File: config.mk
export PLATFORM = sky130hd
export DESIGN_NAME = uart_seg7_io
export DESIGN_NICKNAME = d
export VERILOG_FILES = /design/src/rtl/uart_seg7_pkg.sv /design/src/rtl/seg7_hex_decoder.sv /design/src/rtl/uart_seg7_io.sv
export SDC_FILE = /design/constraint.sdc
export NUM_CORES = 1
export LEC_CHECK = 0
export CELL_PAD_IN_SITES_DETAIL_PLACEMENT = 0
export CELL_PAD_IN_SITES_GLOBAL_PLACEMENT = 1
export CORE_MARGIN = 2
export CORE_UTILIZATION = 25
export CTS_BUF_LIST = sky130_fd_sc_hd__clkbuf_4 sky130_fd_sc_hd__clkbuf_8 sky130_fd_sc_hd__clkbuf_16
export DETAILED_ROUTE_END_ITERATION = 8
export PLACE_DENSITY_LB_ADDON = 0.1
export SETUP_SLACK_MARGIN = 0.1
export SYNTH_ARGS = -nofsm -noshare
export SYNTH_HDL_FRONTEND = slang
export SYNTH_SLANG_ARGS = --single-unit
File: constraint.sdc
create_clock -name clk -period 2 [get_ports clk]
set_input_delay 0.3 -clock clk [delete_from_list [all_inputs] [get_ports clk]]
set_output_delay 0.3 -clock clk [all_outputs]
set_load 0.02 [all_outputs]
File: src/rtl/uart_seg7_pkg.sv
// Shared types and constants for the thinpad board I/O helper.
//   tx_state_t / rx_state_t : UART transmitter / receiver FSM states
//   SEG_LUT                 : hex digit to active-high segment pattern
//                             (bit 0 = a ... bit 6 = g, bit 7 = dp, dp off)
//   calc_bit_clks()         : clocks per serial bit, rounded to nearest
package uart_seg7_pkg;

    typedef enum logic [1:0] {
        TX_IDLE,
        TX_START,
        TX_DATA,
        TX_STOP
    } tx_state_t;

    typedef enum logic [1:0] {
        RX_IDLE,
        RX_START,
        RX_DATA,
        RX_STOP
    } rx_state_t;

    localparam logic [7:0] SEG_LUT [16] = '{
        8'h3F, 8'h06, 8'h5B, 8'h4F, 8'h66, 8'h6D, 8'h7D, 8'h07,
        8'h7F, 8'h6F, 8'h77, 8'h7C, 8'h39, 8'h5E, 8'h79, 8'h71
    };

    // Adding half the baud rate before dividing rounds to the nearest
    // whole clock count instead of truncating.
    function automatic int calc_bit_clks(input int clk_freq, input int baud);
        return (clk_freq + baud / 2) / baud;
    endfunction

endpackage

File: src/rtl/seg7_hex_decoder.sv
// One hex digit to seven-segment decoder, purely combinational.
//   hex : 4-bit digit value
//   seg : active-high segments, bit 0 = a ... bit 6 = g, bit 7 = dp (always 0)
module seg7_hex_decoder
    import uart_seg7_pkg::*;
(
    input  logic [3:0] hex,
    output logic [7:0] seg
);

    assign seg = SEG_LUT[hex];

endmodule

File: src/rtl/uart_seg7_io.sv
// Board-level I/O helper: 8N1 UART receiver, 8N1 UART transmitter and a
// two-digit hex seven-segment decoder, all on one clock.
//   clk, rst           : system clock, synchronous active-high reset
//   rxd                : serial input (asynchronous, idle high)
//   rx_data            : last correctly framed received byte
//   rx_data_ready      : one-cycle pulse when rx_data is updated
//   rx_frame_err       : one-cycle pulse when a stop bit is sampled low
//   tx_start, tx_data  : send request and byte, accepted only when idle
//   txd, tx_busy       : serial output (idle high) and busy flag
//   seg_num            : byte to display; seg_lo / seg_hi are its digits
// BIT_CLKS must come out at 4 or more for the half-bit timing to work.
module uart_seg7_io
    import uart_seg7_pkg::*;
#(
    parameter int CLK_FREQ = 11059200,
    parameter int BAUD     = 115200
) (
    input  logic       clk,
    input  logic       rst,
    input  logic       rxd,
    output logic [7:0] rx_data,
    output logic       rx_data_ready,
    output logic       rx_frame_err,
    input  logic       tx_start,
    input  logic [7:0] tx_data,
    output logic       txd,
    output logic       tx_busy,
    input  logic [7:0] seg_num,
    output logic [7:0] seg_lo,
    output logic [7:0] seg_hi
);

    localparam int BIT_CLKS  = calc_bit_clks(CLK_FREQ, BAUD);
    localparam int HALF_CLKS = BIT_CLKS / 2;
    localparam int CNT_W     = $clog2(BIT_CLKS);
    localparam logic [CNT_W-1:0] BIT_LAST  = CNT_W'(BIT_CLKS - 1);
    localparam logic [CNT_W-1:0] HALF_LAST = CNT_W'(HALF_CLKS - 1);

    tx_state_t        tx_state, tx_state_nxt;
    logic [CNT_W-1:0] tx_cnt, tx_cnt_nxt;
    logic [2:0]       tx_bit, tx_bit_nxt;
    logic [7:0]       tx_shift, tx_shift_nxt;

    rx_state_t        rx_state, rx_state_nxt;
    logic [CNT_W-1:0] rx_cnt, rx_cnt_nxt;
    logic [2:0]       rx_bit, rx_bit_nxt;
    logic [7:0]       rx_shift, rx_shift_nxt;
    logic             rx_err_wait, rx_err_wait_nxt;
    logic [7:0]       rx_data_nxt;
    logic             rx_ready_nxt, rx_err_nxt;
    logic             rxd_meta, rxd_sync;

    // Transmitter state register.
    always_ff @(posedge clk) begin
        if (rst) begin
            tx_state <= TX_IDLE;
            tx_cnt   <= '0;
            tx_bit   <= '0;
            tx_shift <= '0;
        end else begin
            tx_state <= tx_state_nxt;
            tx_cnt   <= tx_cnt_nxt;
            tx_bit   <= tx_bit_nxt;
            tx_shift <= tx_shift_nxt;
        end
    end

    // Transmitter next state and line outputs. The last stop-bit clock also
    // accepts a pending tx_start so that streamed frames have no idle gap.
    always_comb begin
        tx_state_nxt = tx_state;
        tx_cnt_nxt   = tx_cnt;
        tx_bit_nxt   = tx_bit;
        tx_shift_nxt = tx_shift;
        txd          = 1'b1;
        tx_busy      = 1'b1;
        case (tx_state)
            TX_IDLE: begin
                tx_busy = 1'b0;
                if (tx_start) begin
                    tx_state_nxt = TX_START;
                    tx_cnt_nxt   = '0;
                    tx_shift_nxt = tx_data;
                end
            end
            TX_START: begin
                txd = 1'b0;
                if (tx_cnt == BIT_LAST) begin
                    tx_cnt_nxt   = '0;
                    tx_bit_nxt   = '0;
                    tx_state_nxt = TX_DATA;
                end else begin
                    tx_cnt_nxt = tx_cnt + 1'b1;
                end
            end
            TX_DATA: begin
                txd = tx_shift[0];
                if (tx_cnt == BIT_LAST) begin
                    tx_cnt_nxt   = '0;
                    tx_shift_nxt = {1'b0, tx_shift[7:1]};
                    if (tx_bit == 3'd7) begin
                        tx_state_nxt = TX_STOP;
                    end else begin
                        tx_bit_nxt = tx_bit + 1'b1;
                    end
                end else begin
                    tx_cnt_nxt = tx_cnt + 1'b1;
                end
            end
            TX_STOP: begin
                if (tx_cnt == BIT_LAST) begin
                    tx_cnt_nxt = '0;
                    if (tx_start) begin
                        tx_state_nxt = TX_START;
                        tx_shift_nxt = tx_data;
                    end else begin
                        tx_state_nxt = TX_IDLE;
                    end
                end else begin
                    tx_cnt_nxt = tx_cnt + 1'b1;
                end
            end
            default: tx_state_nxt = TX_IDLE;
        endcase
    end

    // Receiver state register, input synchroniser and registered outputs.
    // The synchroniser resets high so reset never looks like a start edge.
    always_ff @(posedge clk) begin
        if (rst) begin
            rxd_meta      <= 1'b1;
            rxd_sync      <= 1'b1;
            rx_state      <= RX_IDLE;
            rx_cnt        <= '0;
            rx_bit        <= '0;
            rx_shift      <= '0;
            rx_err_wait   <= 1'b0;
            rx_data       <= '0;
            rx_data_ready <= 1'b0;
            rx_frame_err  <= 1'b0;
        end else begin
            rxd_meta      <= rxd;
            rxd_sync      <= rxd_meta;
            rx_state      <= rx_state_nxt;
            rx_cnt        <= rx_cnt_nxt;
            rx_bit        <= rx_bit_nxt;
            rx_shift      <= rx_shift_nxt;
            rx_err_wait   <= rx_err_wait_nxt;
            rx_data       <= rx_data_nxt;
            rx_data_ready <= rx_ready_nxt;
            rx_frame_err  <= rx_err_nxt;
        end
    end

    // Receiver next state. Bits are sampled mid-cell; a bad stop bit parks
    // in RX_STOP (rx_err_wait) until the line returns high, so a held-low
    // line cannot be mistaken for a stream of new start bits.
    always_comb begin
        rx_state_nxt    = rx_state;
        rx_cnt_nxt      = rx_cnt;
        rx_bit_nxt      = rx_bit;
        rx_shift_nxt    = rx_shift;
        rx_err_wait_nxt = rx_err_wait;
        rx_data_nxt     = rx_data;
        rx_ready_nxt    = 1'b0;
        rx_err_nxt      = 1'b0;
        case (rx_state)
            RX_IDLE: begin
                if (!rxd_sync) begin
                    rx_state_nxt = RX_START;
                    rx_cnt_nxt   = '0;
                end
            end
            RX_START: begin
                if (rx_cnt == HALF_LAST) begin
                    rx_cnt_nxt = '0;
                    rx_bit_nxt = '0;
                    rx_state_nxt = rxd_sync ? RX_IDLE : RX_DATA;
                end else begin
                    rx_cnt_nxt = rx_cnt + 1'b1;
                end
            end
            RX_DATA: begin
                if (rx_cnt == BIT_LAST) begin
                    rx_cnt_nxt   = '0;
                    rx_shift_nxt = {rxd_sync, rx_shift[7:1]};
                    if (rx_bit == 3'd7) begin
                        rx_state_nxt = RX_STOP;
                    end else begin
                        rx_bit_nxt = rx_bit + 1'b1;
                    end
                end else begin
                    rx_cnt_nxt = rx_cnt + 1'b1;
                end
            end
            RX_STOP: begin
                if (rx_err_wait) begin
                    if (rxd_sync) begin
                        rx_err_wait_nxt = 1'b0;
                        rx_state_nxt    = RX_IDLE;
                    end
                end else if (rx_cnt == BIT_LAST) begin
                    rx_cnt_nxt = '0;
                    if (rxd_sync) begin
                        rx_data_nxt  = rx_shift;
                        rx_ready_nxt = 1'b1;
                        rx_state_nxt = RX_IDLE;
                    end else begin
                        rx_err_nxt      = 1'b1;
                        rx_err_wait_nxt = 1'b1;
                    end
                end else begin
                    rx_cnt_nxt = rx_cnt + 1'b1;
                end
            end
            default: rx_state_nxt = RX_IDLE;
        endcase
    end

    seg7_hex_decoder u_seg_lo (
        .hex (seg_num[3:0]),
        .seg (seg_lo)
    );

    seg7_hex_decoder u_seg_hi (
        .hex (seg_num[7:4]),
        .seg (seg_hi)
    );

endmodule

==> metrics.csv, run 1 <==
metric,value,unit
cts_setup_buffers,0,
clkPwrFrac,28.9,%
grt_pass1_wl,12800,um
die_h,116,um
dieArea,0.0135,sq mm
die-width,116,um
hold_path.class,flop to flop,
wl_per_cell,12.5,um
powerDensity,849,mW/mm^2
syn_inst,367,
antenna_cells,0,
final_nets,484,
antenna_found_initial,0,
initial_core_util,25.9,%
ir_worst_vdd,0.395,mV
drtAntennaViolNets,0,
grt_util_all_layers,11.7,%
clk_pin_slew,70,ps
leakagePower,1.69,nW
synth_top_area_share,33.7,%
synthArstFlopShare,0,%
fmax,538,MHz
yosysUniqueCellTypes,64,
cts_tree,built,
rsz0062_at_grt,no,
numPortBuffers,45,
grt_use_met3,2.49,%
p_comb_share,36.2,%
wl,7590,um
final_cell_mix,"dfxtp_1, buf_4, nand2_1, a21oi_1, nor2_1",
area_growth,32.2,%
first_global_vias,2692,
crit_chain,"dlygate4sd2_1, buf_4, ha_1, mux4_2, inv_2, buf_6",
drtIter0Drc,82,
seq_power_share,34.9,%
tns,0,ps
clk_latency,290,ps
grt_max_degree,30,
fin_total_pwr,3.53,mW
holdWs,412,ps
root_buffer,clkbuf_16,
slew_violations,0,
skew,5.66,ps
drive_above_1_share,21.9,%
rows,40,
viasPerCell,4.55,
p_switching,1.14,mW
synth_edf_count,0,
use_met1,14.5,%
end_kind,output port,
arrival,1560,ps
route.detailed.drc,0,
final_common_cell,dfxtp_1,
grt_overflow_total,0,
hold_viol,0,
grtUsageMet2,20.5,%
cp_max_fo,3,
synth.area.top_cells,"dfxtp_1, ha_1, mux2i_1, a21oi_1, nand2_1",
sw_frac_of_total,32.2,%
finalCritPeriodShare,92.9,%
setup_viol,0,
fin_util,34.2,%
yosysSeqAreaShare,33.7,%
placed_cells,599,
vias,2759,
place_congestion,0.801,
fillerInstances,1283,
period_needed,1860,ps
cpLargestDelayFamily,buffers and inverters,
worst-setup-path-type,input pin to output port,
synth_ff_type,dfxtp_1,
instances_no_fill,607,
synth.cell_area,0.00315,sq mm
slowest_stage,mux4_2,
cts_made_buffers,5,
cp-start-kind,input pin,
fp.coreArea,0.0122,sq mm
ios,48,
ys_ff_latch,53,
grt.busiest_layer,met2,
first_pass_iters,4,
critical_path_buf_inv_count,4,
slowest_delay,470,ps
synth_area_leader_cell,dfxtp_1,
cts_sinks,53,
status,completed,
p_int,2.39,mW
htreeDepth,2,
cts_buffer_depth,2,
dpl.hpwl,5650,um
postSynthAreaPerCell,8.57,sq um
yosysWarnings,0,
drv_cap,0,
critPathRequiredTime,1700,ps
-- synth_stat cells (4+ instances only) --
cell type	number
nor2b_1	7
o211ai_1	4
clkbuf_1	16
nand2b_1	9
nor3_1	7
and3_1	4
nand3_1	9
mux2i_1	18
o21ai_0	17
a22oi_1	4
a31oi_1	4
dfxtp_1	53
a311oi_1	11
ha_1	26
nand2_1	34
a21oi_1	29
inv_1	19
nor2_1	28
-- final cells by class --
class	instances	area, sq um	area share (%)
well taps	168	210	5.06
repair buffers	88	712	17.1
clock buffers	6	139	3.34
clock inverters	2	37.5	0.903
multi-input cells	271	1920	46.3
flip-flops and latches	53	1060	25.6
inverters	19	71.3	1.72
-- stage by stage --
step	cell area, sq um	setup WS, ps
after global placement	3990	-563
after floorplan	3150	114
final	4160	141
after CTS	4140	41.3
after global routing	4160	103
after detailed placement	3990	-613
-- worst register-to-register path: cells and delay by family (launching register included) --
| family | cells | cell delay, ps |
|---|---|---|
| flops | 1 | 360 |
| fa+ha+maj | 1 | 240 |
| compound gates | 1 | 70 |
| buf+inv | 1 | 90 |
| simple gates | 3 | 920 |
-- metal layers --
layer	vias up	share of wire (%)
li1	1441	-
met1	1278	47
met2	33	49
met3	7	2.5
met4	0	0.94
met5	-	0
-- timing repair --
action,CTS,global route
hold buffers,0,0
cloned,0,0
pin swaps,0,2
gates resized for setup,70,23
endpoints found under the setup margin,17,15
-- final timing paths --
check	start	to	slack (ps)	cells after the start
worst max-delay path	seg_num[4]	seg_hi[3]	140	6
worst min-delay path	rxd_meta	rxd_sync	410	1
worst max register to register	tx_state[1]	tx_state[1]	210	6
worst min register to register	rxd_meta	rxd_sync	410	1
-- power groups by stage --
| stage | registers [mW] | clock network (mW) | logic (mW) |
|---|---|---|---|
| global placement | 1.25 | 0 | 1.30 |
| floorplan | 1.24 | 0 | 0.817 |
| CTS | 1.22 | 1.07 | 1.27 |
| detailed placement | 1.25 | 0 | 1.29 |
| global route | 1.25 | 1.11 | 1.43 |
| finish | 1.23 | 1.02 | 1.28 |
-- state kept, by name, indices dropped and copies added, names as in the netlist, 2 cells and up, named ones only --
signal and flops:
tx_bit 3, tx_shift 8, tx_state 2, rx_shift 8, rx_data 8, rx_bit 3, rx_cnt 7, tx_cnt 7
-- logic make-up after synthesis --
family | after synthesis | share of synthesized area [%]
buffers and inverters | 44 | 6.56
AOI/OAI and AO/OA | 89 | 19.1
and+or+nand+nor | 129 | 21.6
adders and majority gates | 26 | 10.3
DFF | 53 | 33.7
other | 1 | 0.119
xor gates and xnor gates | 5 | 1.39
muxes | 20 | 7.16
(Power assumes the default switching activity.)
==> run 2, diff against run 1 <==
SKIP_CTS_REPAIR_TIMING = 1   (was unset)
==> run 2 against run 1 <==
  * Non-clock buffer count unchanged
  * Global-route usage decreased by 0.055 points
  * Worst hold slack about the same
  * Via count about the same
  * Total power up 0.23%
  * Clock skew is essentially flat
  * Setup slack better by 35 ps
  * Sequential power barely moved
  * First-iteration DRC count rose by 26%
  * Flip-flop and latch count unchanged
  * Critical path type unchanged
==> metrics.csv, run 2 (synthesis results as in run 1) <==
metric,value,unit,change
area_growth,33.7,%,
drtIter0Drc,103,,+26%
die_h,116,um,unchanged
first_global_vias,2697,,+0.19%
slew_violations,0,,unchanged
rr_worst_depth,6,,unchanged
rsz0062_at_grt,no,,
p_int,2.40,mW,+0.46%
p_comb_share,36.4,%,+0.2 points
first_pass_iters,4,,unchanged
drive_above_1_share,19.4,%,-2.5 points
highest_layer,met4,,
tns,0,ps,unchanged
hold_viol,0,,unchanged
route.detailed.drc,0,,unchanged
leakagePower,1.78,nW,+5.4%
r2r_start,tx_state[1],,
finalCritPeriodShare,91.2,%,-1.7 points
grt_overflow_total,0,,unchanged
ios,48,,unchanged
clk_latency,290,ps,about the same
skew,5.75,ps,+0.0937 ps
powerDensity,841,mW/mm^2,-0.88%
hold_path.class,flop to flop,,
htreeDepth,2,,unchanged
clkPwrFrac,28.8,%,about the same
dieArea,0.0135,sq mm,unchanged
critPathRequiredTime,1700,ps,about the same
r2r-end,tx_state[1],,
root_buffer,clkbuf_16,,
place_congestion,0.801,,unchanged
rows,40,,unchanged
cts_sinks,53,,unchanged
wl_met1,3570,um,-0.20%
min-delay-start,rxd_meta,,
holdWs,412,ps,-0.0260 ps
antenna_found_initial,0,,unchanged
r2r_setup_slack,210,ps,about the same
final_cell_mix,"dfxtp_1, buf_4, nand2_1, a21oi_1, nor2_1",,
viasPerCell,4.55,,about the same
cts_tree,built,,
fin_total_pwr,3.54,mW,+0.23%
cts_made_buffers,5,,unchanged
min_to,rxd_sync,,
p_switching,1.13,mW,-0.26%
dpl.hpwl,5650,um,unchanged
sw_frac_of_total,32.1,%,-0.16 points
grt_pass1_wl,12700,um,-0.70%
final_common_cell,dfxtp_1,,
met3_length,186,um,-0.53%
wl_per_cell,12.5,um,about the same
status,completed,,
worst-setup-path-type,input pin to output port,,
cts_buffer_depth,2,,unchanged
met2_length,3730,um,-0.77%
initial_core_util,25.9,%,unchanged
cp-start-kind,input pin,,
ir_worst_vdd,0.395,mV,-0.18%
wl,7590,um,about the same
clk_pin_slew,70,ps,about the same
final_nets,484,,unchanged
period_needed,1820,ps,-34.9 ps
grt_util_all_layers,11.6,%,-0.055 points
hold_depth,1,,unchanged
drtAntennaViolNets,0,,unchanged
seq_power_share,34.8,%,about the same
numPortBuffers,45,,unchanged
die-width,116,um,unchanged
cp_max_fo,11,,+8
fmax,548,MHz,+1.9%
reg_top3,"rx_data: 8 flops, rx_shift: 8 flops, tx_shift: 8 flops",,
end_kind,output port,,
setup_viol,0,,unchanged
worst_slack,176,ps,+34.9 ps
arrival,1520,ps,-40 ps
vias,2761,,+0.072%
grt_max_degree,30,,unchanged
fp.coreArea,0.0122,sq mm,unchanged
antenna_cells,0,,unchanged
drv_cap,0,,unchanged
place_ws,-613,ps,unchanged
==> run 2: cell types whose count changed in the layout (fill, tap and decap cells not counted), sizes merged <==
cell and change:
buf -9, clkbuf +2, clkdlybuf4s15 -2, clkdlybuf4s50 -1, dlygate4sd2 -3, dlymetal6s2s +13
==> run 2: power by group through the flow <==
| stage | registers, mW | clock network [mW] | logic [mW] |
|---|---|---|---|
| 6_report | 1.23 | 1.02 | 1.29 |
| 5_1_grt | 1.25 | 1.11 | 1.44 |
| 4_1_cts | 1.22 | 1.07 | 1.30 |
| 3_5_place_dp | 1.25 | 0 | 1.29 |
| 3_3_place_gp | 1.25 | 0 | 1.30 |
| 2_1_floorplan | 1.24 | 0 | 0.817 |
==> run 2: critical path, stage by stage <==
cell,delay [ps]
clkdlybuf4s50_1,520
buf_6,160
nor2b_1,50
o32a_1,290
dlymetal6s2s_1,210
==> run 2: worst max-delay path by stage <==
stage	slack (ps)	to	from	depth (start not counted)
after floorplan	110	tx_state[1]	tx_state[0]	7
after global placement	-560	seg_hi[3]	seg_num[4]	7
after detailed placement	-610	seg_hi[3]	seg_num[4]	7
after CTS	-620	seg_hi[3]	seg_num[4]	7
after global routing	120	tx_state[1]	tx_state[1]	6
final	180	seg_lo[4]	seg_num[2]	5
==> run 2: routing by layer <==
metal	global-route usage, %	vias up
li1	-	1441
met1	14.3	1282
met2	20.2	29
met3	2.65	9
met4	3.73	0
met5	0	-
==> run 2: metrics by stage <==
step,util (%),std cells,cell area (sq um)
6_report,34.6,607,4200
3_5_place_dp,32.8,599,3990
3_3_place_gp,32.8,599,3990
2_1_floorplan,-,368,3150
5_1_grt,34.6,607,4200
4_1_cts,34.3,607,4170
==> run 2: final cells by class <==
| cell class | instances | area, sq um |
|---|---|---|
| clock buffer | 6 | 139 |
| clock inverter | 2 | 37.5 |
| fill | 1285 | 7960 |
| inverter | 19 | 71.3 |
| multi-input combinational | 271 | 1910 |
| sequential | 53 | 1060 |
| tap | 168 | 210 |
| timing repair buffer | 88 | 776 |
